**src/rtl/periph_input_ctrl.sv**
```systemverilog
// rtl/periph_input_ctrl.sv - debounced switch/button reader with latched press events
// Answers CPU reads/writes on perf_bus when the decoded device number matches DEV_ID.
module periph_input_ctrl #(
  parameter logic [4:0] DEV_ID       = 5'd2,
  parameter int         SW_W         = 8,
  parameter int         BTN_W        = 4,
  parameter int         DEBOUNCE_CYC = 50000
) (
  input  logic             i_clk,
  input  logic             i_reset,
  input  logic [SW_W-1:0]  i_sw_in,
  input  logic [BTN_W-1:0] i_btn_in,
  input  logic             i_rd_en,
  input  logic             i_wr_en,
  input  logic [4:0]       i_device,
  input  logic [5:0]       i_command,
  input  logic [31:0]      i_data_in,
  output logic [31:0]      o_perf_bus,
  output logic             o_irq,
  output logic [7:0]       o_press_cnt
);

  localparam int N     = SW_W + BTN_W;
  localparam int CNT_W = (DEBOUNCE_CYC > 1) ? $clog2(DEBOUNCE_CYC) : 1;
  localparam logic [CNT_W-1:0] CNT_MAX = CNT_W'(DEBOUNCE_CYC - 1);

  localparam logic [5:0] CMD_RD_SW     = 6'h00;
  localparam logic [5:0] CMD_RD_BTN    = 6'h01;
  localparam logic [5:0] CMD_RD_EVT    = 6'h02;
  localparam logic [5:0] CMD_RD_STAT   = 6'h03;
  localparam logic [5:0] CMD_WR_IRQEN  = 6'h04;
  localparam logic [5:0] CMD_WR_CLRCNT = 6'h05;

  logic [N-1:0]     w_raw;
  logic [N-1:0]     r_sync1;
  logic [N-1:0]     r_sync2;
  logic [N-1:0]     r_stable;
  logic [N-1:0]     w_flip;
  logic [SW_W-1:0]  w_sw_db;
  logic [BTN_W-1:0] w_btn_db;
  logic [BTN_W-1:0] w_btn_rise;
  logic [BTN_W-1:0] r_btn_evt;
  logic [BTN_W-1:0] w_evt_next;
  logic [8:0]       w_rise_cnt;
  logic [8:0]       w_cnt_base;
  logic [8:0]       w_cnt_sum;
  logic [7:0]       w_cnt_next;
  logic [7:0]       r_press_cnt;
  logic             r_irq_en;
  logic             r_irq;
  logic             w_sel;
  logic             w_rd;
  logic             w_wr;
  logic             w_rd_evt;
  logic             w_wr_irqen;
  logic             w_clrcnt;
  logic             w_unused;

  assign w_raw    = {i_btn_in, i_sw_in};
  assign w_unused = ^i_data_in[31:1];

  always_ff @(posedge i_clk) begin
    if (i_reset) begin
      r_sync1  <= '0;
      r_sync2  <= '0;
      r_stable <= '0;
    end else begin
      r_sync1  <= w_raw;
      r_sync2  <= r_sync1;
      r_stable <= r_stable ^ w_flip;
    end
  end

  // One stability counter per bit; the level is accepted on the edge the count hits its limit.
  for (genvar gi = 0; gi < N; gi++) begin : g_db
    logic [CNT_W-1:0] r_cnt;

    assign w_flip[gi] = (r_sync2[gi] != r_stable[gi]) && (r_cnt == CNT_MAX);

    always_ff @(posedge i_clk) begin
      if (i_reset) begin
        r_cnt <= '0;
      end else if ((r_sync2[gi] == r_stable[gi]) || w_flip[gi]) begin
        r_cnt <= '0;
      end else begin
        r_cnt <= r_cnt + 1'b1;
      end
    end
  end

  assign w_sw_db    = r_stable[SW_W-1:0];
  assign w_btn_db   = r_stable[N-1:SW_W];
  assign w_btn_rise = w_flip[N-1:SW_W] & ~w_btn_db;

  assign w_sel      = (i_device == DEV_ID);
  assign w_rd       = i_rd_en & w_sel;
  assign w_wr       = i_wr_en & w_sel;
  assign w_rd_evt   = w_rd && (i_command == CMD_RD_EVT);
  assign w_wr_irqen = w_wr && (i_command == CMD_WR_IRQEN);
  assign w_clrcnt   = w_wr && (i_command == CMD_WR_CLRCNT);

  // A press landing on the read-to-clear edge survives the clear.
  assign w_evt_next = (w_rd_evt ? '0 : r_btn_evt) | w_btn_rise;

  always_comb begin
    w_rise_cnt = '0;
    for (int i = 0; i < BTN_W; i++) begin
      w_rise_cnt = w_rise_cnt + 9'(w_btn_rise[i]);
    end
  end

  assign w_cnt_base = w_clrcnt ? 9'd0 : {1'b0, r_press_cnt};
  assign w_cnt_sum  = w_cnt_base + w_rise_cnt;
  assign w_cnt_next = w_cnt_sum[8] ? 8'hFF : w_cnt_sum[7:0];

  always_ff @(posedge i_clk) begin
    if (i_reset) begin
      r_btn_evt   <= '0;
      r_press_cnt <= '0;
      r_irq_en    <= 1'b0;
      r_irq       <= 1'b0;
    end else begin
      r_btn_evt   <= w_evt_next;
      r_press_cnt <= w_cnt_next;
      if (w_wr_irqen) begin
        r_irq_en <= i_data_in[0];
      end
      r_irq       <= r_irq_en & (|w_evt_next);
    end
  end

  always_comb begin
    o_perf_bus = 32'h0;
    if (!i_reset && w_rd) begin
      case (i_command)
        CMD_RD_SW:   o_perf_bus = 32'(w_sw_db);
        CMD_RD_BTN:  o_perf_bus = 32'(w_btn_db);
        CMD_RD_EVT:  o_perf_bus = 32'(r_btn_evt);
        CMD_RD_STAT: o_perf_bus = {16'b0, r_press_cnt, 7'b0, r_irq_en};
        default:     o_perf_bus = 32'h0;
      endcase
    end
  end

  assign o_irq       = r_irq;
  assign o_press_cnt = r_press_cnt;

endmodule

```
**config.mk**
```make
export PLATFORM = sky130hd
export DESIGN_NAME = periph_input_ctrl
export DESIGN_NICKNAME = d
export VERILOG_FILES = /design/src/rtl/periph_input_ctrl.sv
export SDC_FILE = /design/constraint.sdc
export NUM_CORES = 1
export LEC_CHECK = 0
export BUFFER_PORTS_ARGS = -buffer_cell sky130_fd_sc_hd__buf_4
export CAP_MARGIN = 20
export CORE_MARGIN = 2
export CORE_UTILIZATION = 31
export DETAILED_ROUTE_END_ITERATION = 8
export GPL_TIMING_DRIVEN = 0
export HOLD_SLACK_MARGIN = 0.06
export PLACE_DENSITY = 0.6
export SLEW_MARGIN = 20
export SYNTH_ARGS = -nofsm -noshare
export SYNTH_HDL_FRONTEND = slang
export SYNTH_SLANG_ARGS = --single-unit
```
**constraint.sdc**
```tcl
create_clock -name i_clk -period 3.71 [get_ports i_clk]
set_input_delay 0.742 -clock i_clk [delete_from_list [all_inputs] [get_ports i_clk]]
set_output_delay 0.742 -clock i_clk [all_outputs]
set_load 0.03 [all_outputs]
```
==> results of run 1 <==
repair_timing:
item / 4_1_cts / 5_1_grt
buffers inserted: 1 / 4
hold endpoints to repair: 0 / 0
resized for setup: 9 / 5
pin swaps: 1 / 4
endpoints found under the setup margin: 10 / 7
state kept, by name (all words and copies together), names as in the netlist, named ones only:
register,cells
r_sync2,12
g_db.r_cnt,192
r_btn_evt,4
o_press_cnt,8
r_irq_en,1
r_sync1,12
o_irq,1
worst paths after layout:
path,endpoint,cells after the start
hold reg to reg,r_sync2[4]$_SDFF_PP0_,1
hold / removal,r_sync1[0]$_SDFF_PP0_,2
setup / recovery,o_press_cnt[1]$_SDFF_PP0_,10
setup reg to reg,o_press_cnt[1]$_SDFF_PP0_,10
final cells by class:
class / instances / area, µm²
fill: 3516 / 21600
multi-input combinational: 897 / 5550
sequential: 242 / 4850
clock buffer: 35 / 756
tap: 455 / 569
timing repair buffer: 55 / 413
buffer: 49 / 304
inverter: 44 / 165
clock inverter: 14 / 145
through the flow:
stage | util (%) | setup WS (ns) | instances
floorplan | - | 0.137 | 1232
global placement | 34.2 | -0.506 | 1737
detailed placement | 34.2 | -0.558 | 1737
CTS | 36.9 | 0.0387 | 1787
global route | 37.1 | -0.000997 | 1791
finish | 37.1 | 0.116 | 1791
kinds of logic after synthesis:
| kind of cell | after synthesis | share of synthesized area [%] |
|---|---|---|
| multiplexers | 12 | 1.12 |
| other | 1 | 0.0349 |
| AO/OA/AOI/OAI | 90 | 4.86 |
| adder cells (fa/ha/maj) | 16 | 2.07 |
| flip-flops | 242 | 45.1 |
| buffers and inverters | 93 | 4.37 |
| AND/OR/NAND/NOR | 606 | 29.7 |
| XOR/XNOR | 157 | 12.8 |
power groups by stage:
| stage | Sequential, mW | Combinational, mW | Clock, mW |
|---|---|---|---|
| after floorplan | 2.68 | 0.0870 | 0 |
| after global placement | 2.68 | 0.132 | 0 |
| after detailed placement | 2.68 | 0.132 | 0 |
| after CTS | 2.62 | 0.133 | 2.75 |
| after global routing | 2.62 | 0.145 | 2.86 |
| final | 2.62 | 0.132 | 2.67 |
layout by cell type, fill, tap and decap left out, drive strengths merged, types with 6 or more instances in the layout:
cell type and instances:
dfxtp 242, nor2 216, xnor2 112, buf 86, nand3 74, clkbuf 53
nand2 51, inv 46, nand4 45, xor2 45, a21oi 40, nor4 36
or3 31, o21ai 30, nor2b 27, nor3 27, and2 18, conb 16
and3 15, or4 14, ha 13, mux2i 12, and4 11, nor4b 10
or4bb 8, nand4b 7, o31ai 6, clkinv 6
routing by layer:
layer,up-vias,global-route usage [%],share of wire (%)
li1,4367,-,-
met1,3871,16.2,48
met2,101,20.4,47
met3,30,1.97,3.1
met4,0,3.88,2.4
met5,-,0,0
==> run metrics, run 1 <==
Commonest cells post-synth 242 x dfxtp_1, 216 x nor2_1, 112 x xnor2_1; hold crit path type primary input to register; Ys Warns 0; arrival time of the worst setup path 4.06 ns; port bufs 50; Synth Cell Area roughly 11000 µm²; flops & latches, synth 242; vias after detailed routing about 8400; CP Launch Point g_db[11].r_cnt[5]$_SDFF_PP0_; Power Total 5.42 mW; FF-to-FF Start g_db[11].r_cnt[5]$_SDFF_PP0_; post-synthesis cell type count between 50 and 60; Pre-Repair DR Iteration Count 4; Slowest cell on crit path or4b_2; endpoint class of the critical path register; latest clock arrival within the worst-skew pair around 0.54 ns; Routed WL per cell between 10 and 15 µm; vias in the first global route a little under 8000; H-tree levels 1; Hold Path Origin i_sw_in[0]; Routed WL roughly 22 mm; Syn-to-layout area delta 18.7%; Routed Antenna Nets 0; initial antenna violation count 0; antenna cell count 0; CTS Hold Bufs 0; Worst EP required roughly 4.2 ns; Post-synth ARST share 0%; Pwr Density 425 nW/µm²; crit-path cells or4b_2 > nor4_4 > nand3_2 > fa_1 > fa_2 > fa_2 > and3b_2 > nand3_1 > nand2b_4 > a21oi_1; power share of the combinational group between 2 and 2.5%; switching power of the nets about 1.2 mW; number of synthesized flops with an enable pin 0; Area after DPL between 10000 and 15000 µm²; outcome complete, no violations; Hold WS about 0.42 ns; layout cells sized above 1 around 12%; CTS Sinks about 240; CP delay by family, top simple AND/OR/NAND/NOR gates; Slew @ Worst Pin slightly below 0.8 ns; most frequent cell after synthesis dfxtp_1; CTS tree done; residual DRC count 0; kind of critical path register to register; most common cell type on the critical path fa_2; IO Pins 100; Final Hold Fails 0; GRT Overall Usage about an eighth; Final period util a little over nine tenths; Tmin final about 3.6 ns; Initial Utilization between 30% and 40%; Crit path largest cell delay ~0.71 ns; part of the power in registers approximately 48%; CP Max Fanout 5; Worst setup SP type register; Die ar. between 30000 and 40000 µm²; nets roughly 1400; die width approximately 190 µm; Internal between 4 and 5 mW; Max IR drop VDD between 0.0003 and 0.0004 V; TritonCTS buffer count 27; finished layout cell area about 13000 µm²; Avg Cell Area, Syn ~8.8 µm²; sequential area share after synthesis a little under half; area share of the largest cell type after synthesis a little under half; flop2flop setup slack between 0.1 and 0.15 ns; crit path buf inv count 0; clock tree buffer depth 3; synth top area cells dfxtp_1 45%, xnor2_1 9.1%, nor2_1 7.5%; Clock transition at path regs 0.06 ns; top_reg_cell synth dfxtp_1; Max Clock Freq approximately 0.28 GHz; Core Area 34400 µm²; Synth Instances roughly 1200; num rows 68; post-synth top area cell dfxtp_1; first-pass GRT wire length between 30 and 40 mm; Clock power frac 49.2%; Root Buffer clkbuf_16; largest net degree at the start of global routing 15; Placer Congestion between 0.7 and 0.8; slew margin rel. around 48%; Worst Skew between 0.015 and 0.02 ns; DP HPWL approximately 15 mm; sw frac 21.6%; setup TNS 0 ns; fin. max-slew vios 0; Die Y ~190 µm; Congestion Overflow GR 0; Pleak ~4.1 nW; Max Cap Viol 0; Initial DRC Count around 290; Finish-stage setup viols 0; vias per cell about 4.7
Power figures use the tool's default switching activity.
==> run 2, diff against run 1 <==
- GPL_TIMING_DRIVEN: 0 -> unset
- MAX_ROUTING_LAYER: unset -> met4
==> run 2 against run 1 <==
  * Clock-buffer cell count down 2
  * Sequential cell count stayed put
  * Sequential power is essentially flat
  * Register-to-register slack better by 0.12 ns
  * Critical path depth stayed put
  * Clock power is 24% higher
  * Cell count decreased by 2.1%
  * Routed wire length decreased by 5.4%
  * Global-route usage shrank 0.33 points
  * Total power up 11%
  * Combinational power down 20%
  * Final area hardly changed
==> run metrics, run 2 (same netlist as run 1, synthesis figures left out) <==
Routed WL 20.7 mm; Pleak 4.04 nW; Core Area approximately 34000 µm²; die width between 150 and 200 µm; Hold WS around 0.43 ns; Initial Utilization around 31%; most frequent cells in the layout 239 x dfxtp_1, 216 x nor2_1, 112 x xnor2_1; Crit path largest cell delay about 0.7 ns; CP Max Fanout 3; Finished Layout Cells about 1800; worst slack at placement ~0.054 ns; most common cell type on the critical path fa_1; slew margin rel. about 51%; crit path buf inv count 0; initial antenna violation count 0; Worst EP required 4.16 ns; Max IR drop VDD about 0.00034 V; CTS Sinks about 240; unrepaired setup endpoints after global routing no; residual DRC count 0; outcome complete, no violations; layout cells sized above 1 a little over a tenth; Finish-stage setup viols 0; clock tree buffer depth 3; vias after detailed routing ~8200; Worst Skew roughly 0.0056 ns; CTS Hold Bufs 0; Max Clock Freq roughly 0.29 GHz; Root Buffer clkbuf_16; Placer Congestion between 0.7 and 0.8; Initial DRC Count 252; H-tree levels 1; CTS tree done; Max Cap Viol 0; antenna cell count 0; num rows between 60 and 70; vias per cell ~4.7; Slowest cell on crit path or4b_2; vias in the first global route ~7900; Die ar. 36200 µm²; DP HPWL around 14 mm; leading cell type in the layout, fill and taps excluded dfxtp_1; Routed WL per cell 11.8 µm; Syn-to-layout area delta 18.6%; nets ~1400; Routed Antenna Nets 0; Die Y roughly 190 µm; latest clock arrival within the worst-skew pair approximately 0.52 ns; placed cells approximately 1700; Slew @ Worst Pin between 0.7 and 0.8 ns; setup TNS 0 ns; Worst setup SP type register; Pre-Repair DR Iteration Count 4; kind of critical path register to register; Final period util 93.7%; Tmin final roughly 3.5 ns; Worst Setup Slack, final about 0.24 ns; max reg flops ~190; endpoint class of the critical path register; GRT Overall Usage between 10% and 20%; IO Pins 100; largest net degree at the start of global routing 31; fin. max-slew vios 0; CP delay by family, top simple AND/OR/NAND/NOR gates; Largest Register g_db.r_cnt; final core occ a little under two fifths; first-pass GRT wire length ~36 mm; arrival time of the worst setup path about 4 ns; TritonCTS buffer count 27; port bufs 52; Pwr Density 475 nW/µm²; Final Hold Fails 0; Congestion Overflow GR 0; biggest regs g_db.r_cnt x192, r_sync1 x12, r_sync2 x12; hold crit path type register to register; crit-path cells or4b_2 > nor4_4 > nand3_2 > fa_1 > fa_2 > fa_1 > and3b_2 > nand3_1 > nand2b_1 > a21oi_1; Clock transition at path regs 0.06 ns
-- run 2: cell types whose count changed in the layout (fill, tap and decap cells not counted), sizes merged --
cell	previous run	this run
clkbuf	53	33
buf	86	67
bufinv	2	12
clkinv	6	2
clkinvlp	4	1
inv	46	44
-- run 2: final timing paths --
path,endpoint,cells after the start,slack (ns),startpoint
setup reg to reg,o_press_cnt[1]$_SDFF_PP0_,10,0.24,g_db[11].r_cnt[5]$_SDFF_PP0_
hold reg to reg,r_sync2[0]$_SDFF_PP0_,1,0.43,r_sync1[0]$_SDFF_PP0_
hold / removal,r_sync2[0]$_SDFF_PP0_,1,0.43,r_sync1[0]$_SDFF_PP0_
setup / recovery,o_press_cnt[1]$_SDFF_PP0_,10,0.24,g_db[11].r_cnt[5]$_SDFF_PP0_
-- run 2: cell type report --
class	count	area, µm²
Clock buffer	33	748
Clock inverter	15	378
Fill cell	3497	21600
Inverter	44	165
Multi-Input combinational cell	897	5530
Sequential cell	242	4850
Tap cell	455	569
Timing Repair Buffer	67	503
-- run 2: power by group --
part	switching [mW]	leakage [nW]	internal, mW	total (mW)
clock network	1.06	0.547	2.26	3.32
logic	0.0682	1.53	0.0372	0.105
registers	0.00909	1.96	2.61	2.62
-- run 2: through the flow --
stage	cell area (µm²)	total power, mW
after CTS	12700	6.13
after detailed placement	11600	2.79
after global routing	12700	6.25
final	12700	6.05
after floorplan	10800	2.77
after global placement	11600	2.79
-- run 2: routing by layer --
layer | up-vias | track usage [%] | wire length [µm]
li1 | 4289 | - | -
met1 | 3811 | 15.1 | 10000
met2 | 81 | 19.7 | 9570
met3 | 32 | 2.05 | 754
met4 | 0 | 3.22 | 398
met5 | - | - | 0
-- run 2: what timing repair did --
item | in CTS | in global routing
setup endpoints to repair | 0 | 4
setup buffers | 0 | 0
resized for setup | 0 | 9
==> run 3, diff against run 2 <==
- CORE_UTILIZATION: 31 -> 54
- PLACE_DENSITY: 0.6 -> 0.87
==> run 3 against run 2 <==
  * Clock-buffer cell count rose by 4
  * Setup slack worse by 0.0053 ns
  * First-iteration DRC count grew 65%
  * Core utilization rose by 25 points
  * Fmax fell by 0.15%
  * Cell count is 11% lower
  * Global-route usage up 8.2 points
  * Sequential cell count is the same
  * Total power decreased by 16%
  * Clock power down 29%
  * Register-to-register slack is essentially flat
  * Via count up 3.1%
  * Critical path type unchanged
==> run metrics, run 3 (same netlist as run 1, synthesis figures left out) <==
outcome complete, no violations; clock tree buffer depth 3; r2r endpoint o_press_cnt[0]$_SDFF_PP0_; Hold Path Depth 1; Reg2Reg Depth 10; biggest regs g_db.r_cnt x192, r_sync1 x12, r_sync2 x12; H-tree levels 1; Finish-stage setup viols 0; Area after DPL ~11000 µm²; vias in the first global route 8199; port bufs 52; Pwr Density between 400 and 500 nW/µm²; first-pass GRT wire length ~36 mm; nets around 1300; CP Max Fanout 5; Worst Skew between 0.008 and 0.009 ns; DP HPWL 14.3 mm; sw frac between 20% and 30%; largest net degree at the start of global routing 59; residual DRC count 0; FF-to-FF Start g_db[9].r_cnt[4]$_SDFF_PP0_; max reg flops about 190; switching power of the nets 1.04 mW; Clock transition at path regs around 0.060 ns; power share of the combinational group under 10%; unrepaired setup endpoints after global routing no; flop2flop setup slack 0.23 ns; Max IR drop VDD between 0.0003 and 0.0004 V; Placer Congestion ~0.82; Largest Register g_db.r_cnt; Max Clock Freq between 0.2 and 0.3 GHz; initial antenna violation count 0; num rows 51; Routed WL per cell roughly 13 µm; TritonCTS buffer count 25; Worst Hold Endpoint r_sync2[8]$_SDFF_PP0_; Die Y approximately 150 µm; die width 145 µm; layout cells sized above 1 9.01%; finished layout cell area between 10000 and 15000 µm²; leading cell type in the layout, fill and taps excluded dfxtp_1; most frequent cells in the layout 241 x dfxtp_1, 216 x nor2_1, 112 x xnor2_1; Pre-Repair DR Iteration Count 5; antenna cell count 0; Tmin final 3.48 ns; endpoint class of the critical path register; Final Hold Fails 0; Initial Utilization a little under three fifths; Hold Path Origin r_sync1[8]$_SDFF_PP0_; fin. max-slew vios 0; worst slack at placement about 0.055 ns; IO Pins 100; Max Cap Viol 0; Routed Antenna Nets 0; Power Total approximately 5 mW; Syn-to-layout area delta 12.7%; Slew @ Worst Pin between 1 and 1.5 ns; setup TNS 0 ns; Clock power frac between 40% and 50%; CTS Sinks 242; Routed WL 20.9 mm; Root Buffer clkbuf_16; filler instances around 1600; CTS Hold Bufs 0; vias after detailed routing approximately 8500; kind of critical path register to register; Worst Setup Slack, final 0.230 ns; Die ar. about 21000 µm²; Congestion Overflow GR 0; vias per cell between 5 and 6; arrival time of the worst setup path slightly below 4 ns; Pleak between 3 and 4 nW; Worst setup SP type register; part of the power in registers around half; latest clock arrival within the worst-skew pair just over 0.5 ns; slew margin rel. 25.5%; GRT Overall Usage approximately 20%; Initial DRC Count roughly 420; Final period util 93.8%; Core Area 19500 µm²; Internal ~4.1 mW; hold crit path type register to register; Worst EP required 4.14 ns; CTS tree done
-- run 3: cell count changes in the layout (fill, tap and decap cells not counted), moves of 3 or more --
cell	change
clkbuf_1	+6
bufinv_16	-11
o21ai_1	+3
o21ai_2	-3
buf_4	-4
-- run 3: worst max path at each step --
| stage | from | to | cells past startpoint |
|---|---|---|---|
| 5_1_grt | g_db[9].r_cnt[4]$_SDFF_PP0_ | o_press_cnt[0]$_SDFF_PP0_ | 10 |
| 2_1_floorplan | g_db[11].r_cnt[5]$_SDFF_PP0_ | o_press_cnt[0]$_SDFF_PP0_ | 10 |
| 4_1_cts | g_db[11].r_cnt[5]$_SDFF_PP0_ | o_press_cnt[0]$_SDFF_PP0_ | 10 |
| 6_report | g_db[9].r_cnt[4]$_SDFF_PP0_ | o_press_cnt[0]$_SDFF_PP0_ | 10 |
| 3_5_place_dp | g_db[11].r_cnt[5]$_SDFF_PP0_ | o_press_cnt[0]$_SDFF_PP0_ | 10 |
| 3_3_place_gp | g_db[11].r_cnt[5]$_SDFF_PP0_ | o_press_cnt[1]$_SDFF_PP0_ | 10 |
-- run 3: worst max-delay path, cell delays in order, from the launching register on --
cell      delay, ns
dfxtp_1        0.35
or4b_1         0.58
nor4_4         0.29
nand3b_1       0.18
fa_1           0.51
fa_2           0.40
fa_2           0.36
and3b_2        0.28
nand3_1        0.11
nand2b_1       0.19
a21oi_1        0.15
-- run 3: layout make-up --
| cell class | count | area [µm²] | area share, % |
|---|---|---|---|
| clock buffers | 37 | 721 | 5.95 |
| clock inverters | 5 | 50.0 | 0.413 |
| inverters | 44 | 165 | 1.36 |
| multi-input cells | 897 | 5520 | 45.6 |
| flip-flops and latches | 242 | 4850 | 40.0 |
| well taps | 265 | 332 | 2.74 |
| repair buffers | 63 | 473 | 3.91 |
-- run 3: through the flow --
stage | cells | hold WS [ns] | util (%)
2_1_floorplan | 1232 | 0.413 | -
3_3_place_gp | 1511 | 0.416 | 57.9
3_5_place_dp | 1511 | 0.430 | 57.9
4_1_cts | 1553 | 0.427 | 61.8
5_1_grt | 1553 | 0.441 | 62.0
6_report | 1553 | 0.437 | 62.0
-- run 3: power by group through the flow --
stage,clock network [mW],logic [mW],registers (mW)
4_1_cts,2.40,0.104,2.62
6_report,2.36,0.105,2.62
5_1_grt,2.50,0.115,2.62
3_5_place_dp,0,0.104,2.68
3_3_place_gp,0,0.102,2.68
2_1_floorplan,0,0.0870,2.68
-- run 3: routing by layer --
metal	wire length [µm]	vias to the layer above	share of wire, %	track usage [%]
met5	0	-	0	-
met4	368	0	1.8	5.29
met3	634	37	3.0	2.70
met2	10700	139	51	36.4
met1	9220	4025	44	23.8
li1	-	4267	-	-
-- run 3: what timing repair did --
item / in CTS / in global routing
endpoints found under the hold margin: 0 / 0
setup endpoints to repair: 0 / 15
setup buffers: 0 / 0
gates resized for setup: 0 / 8
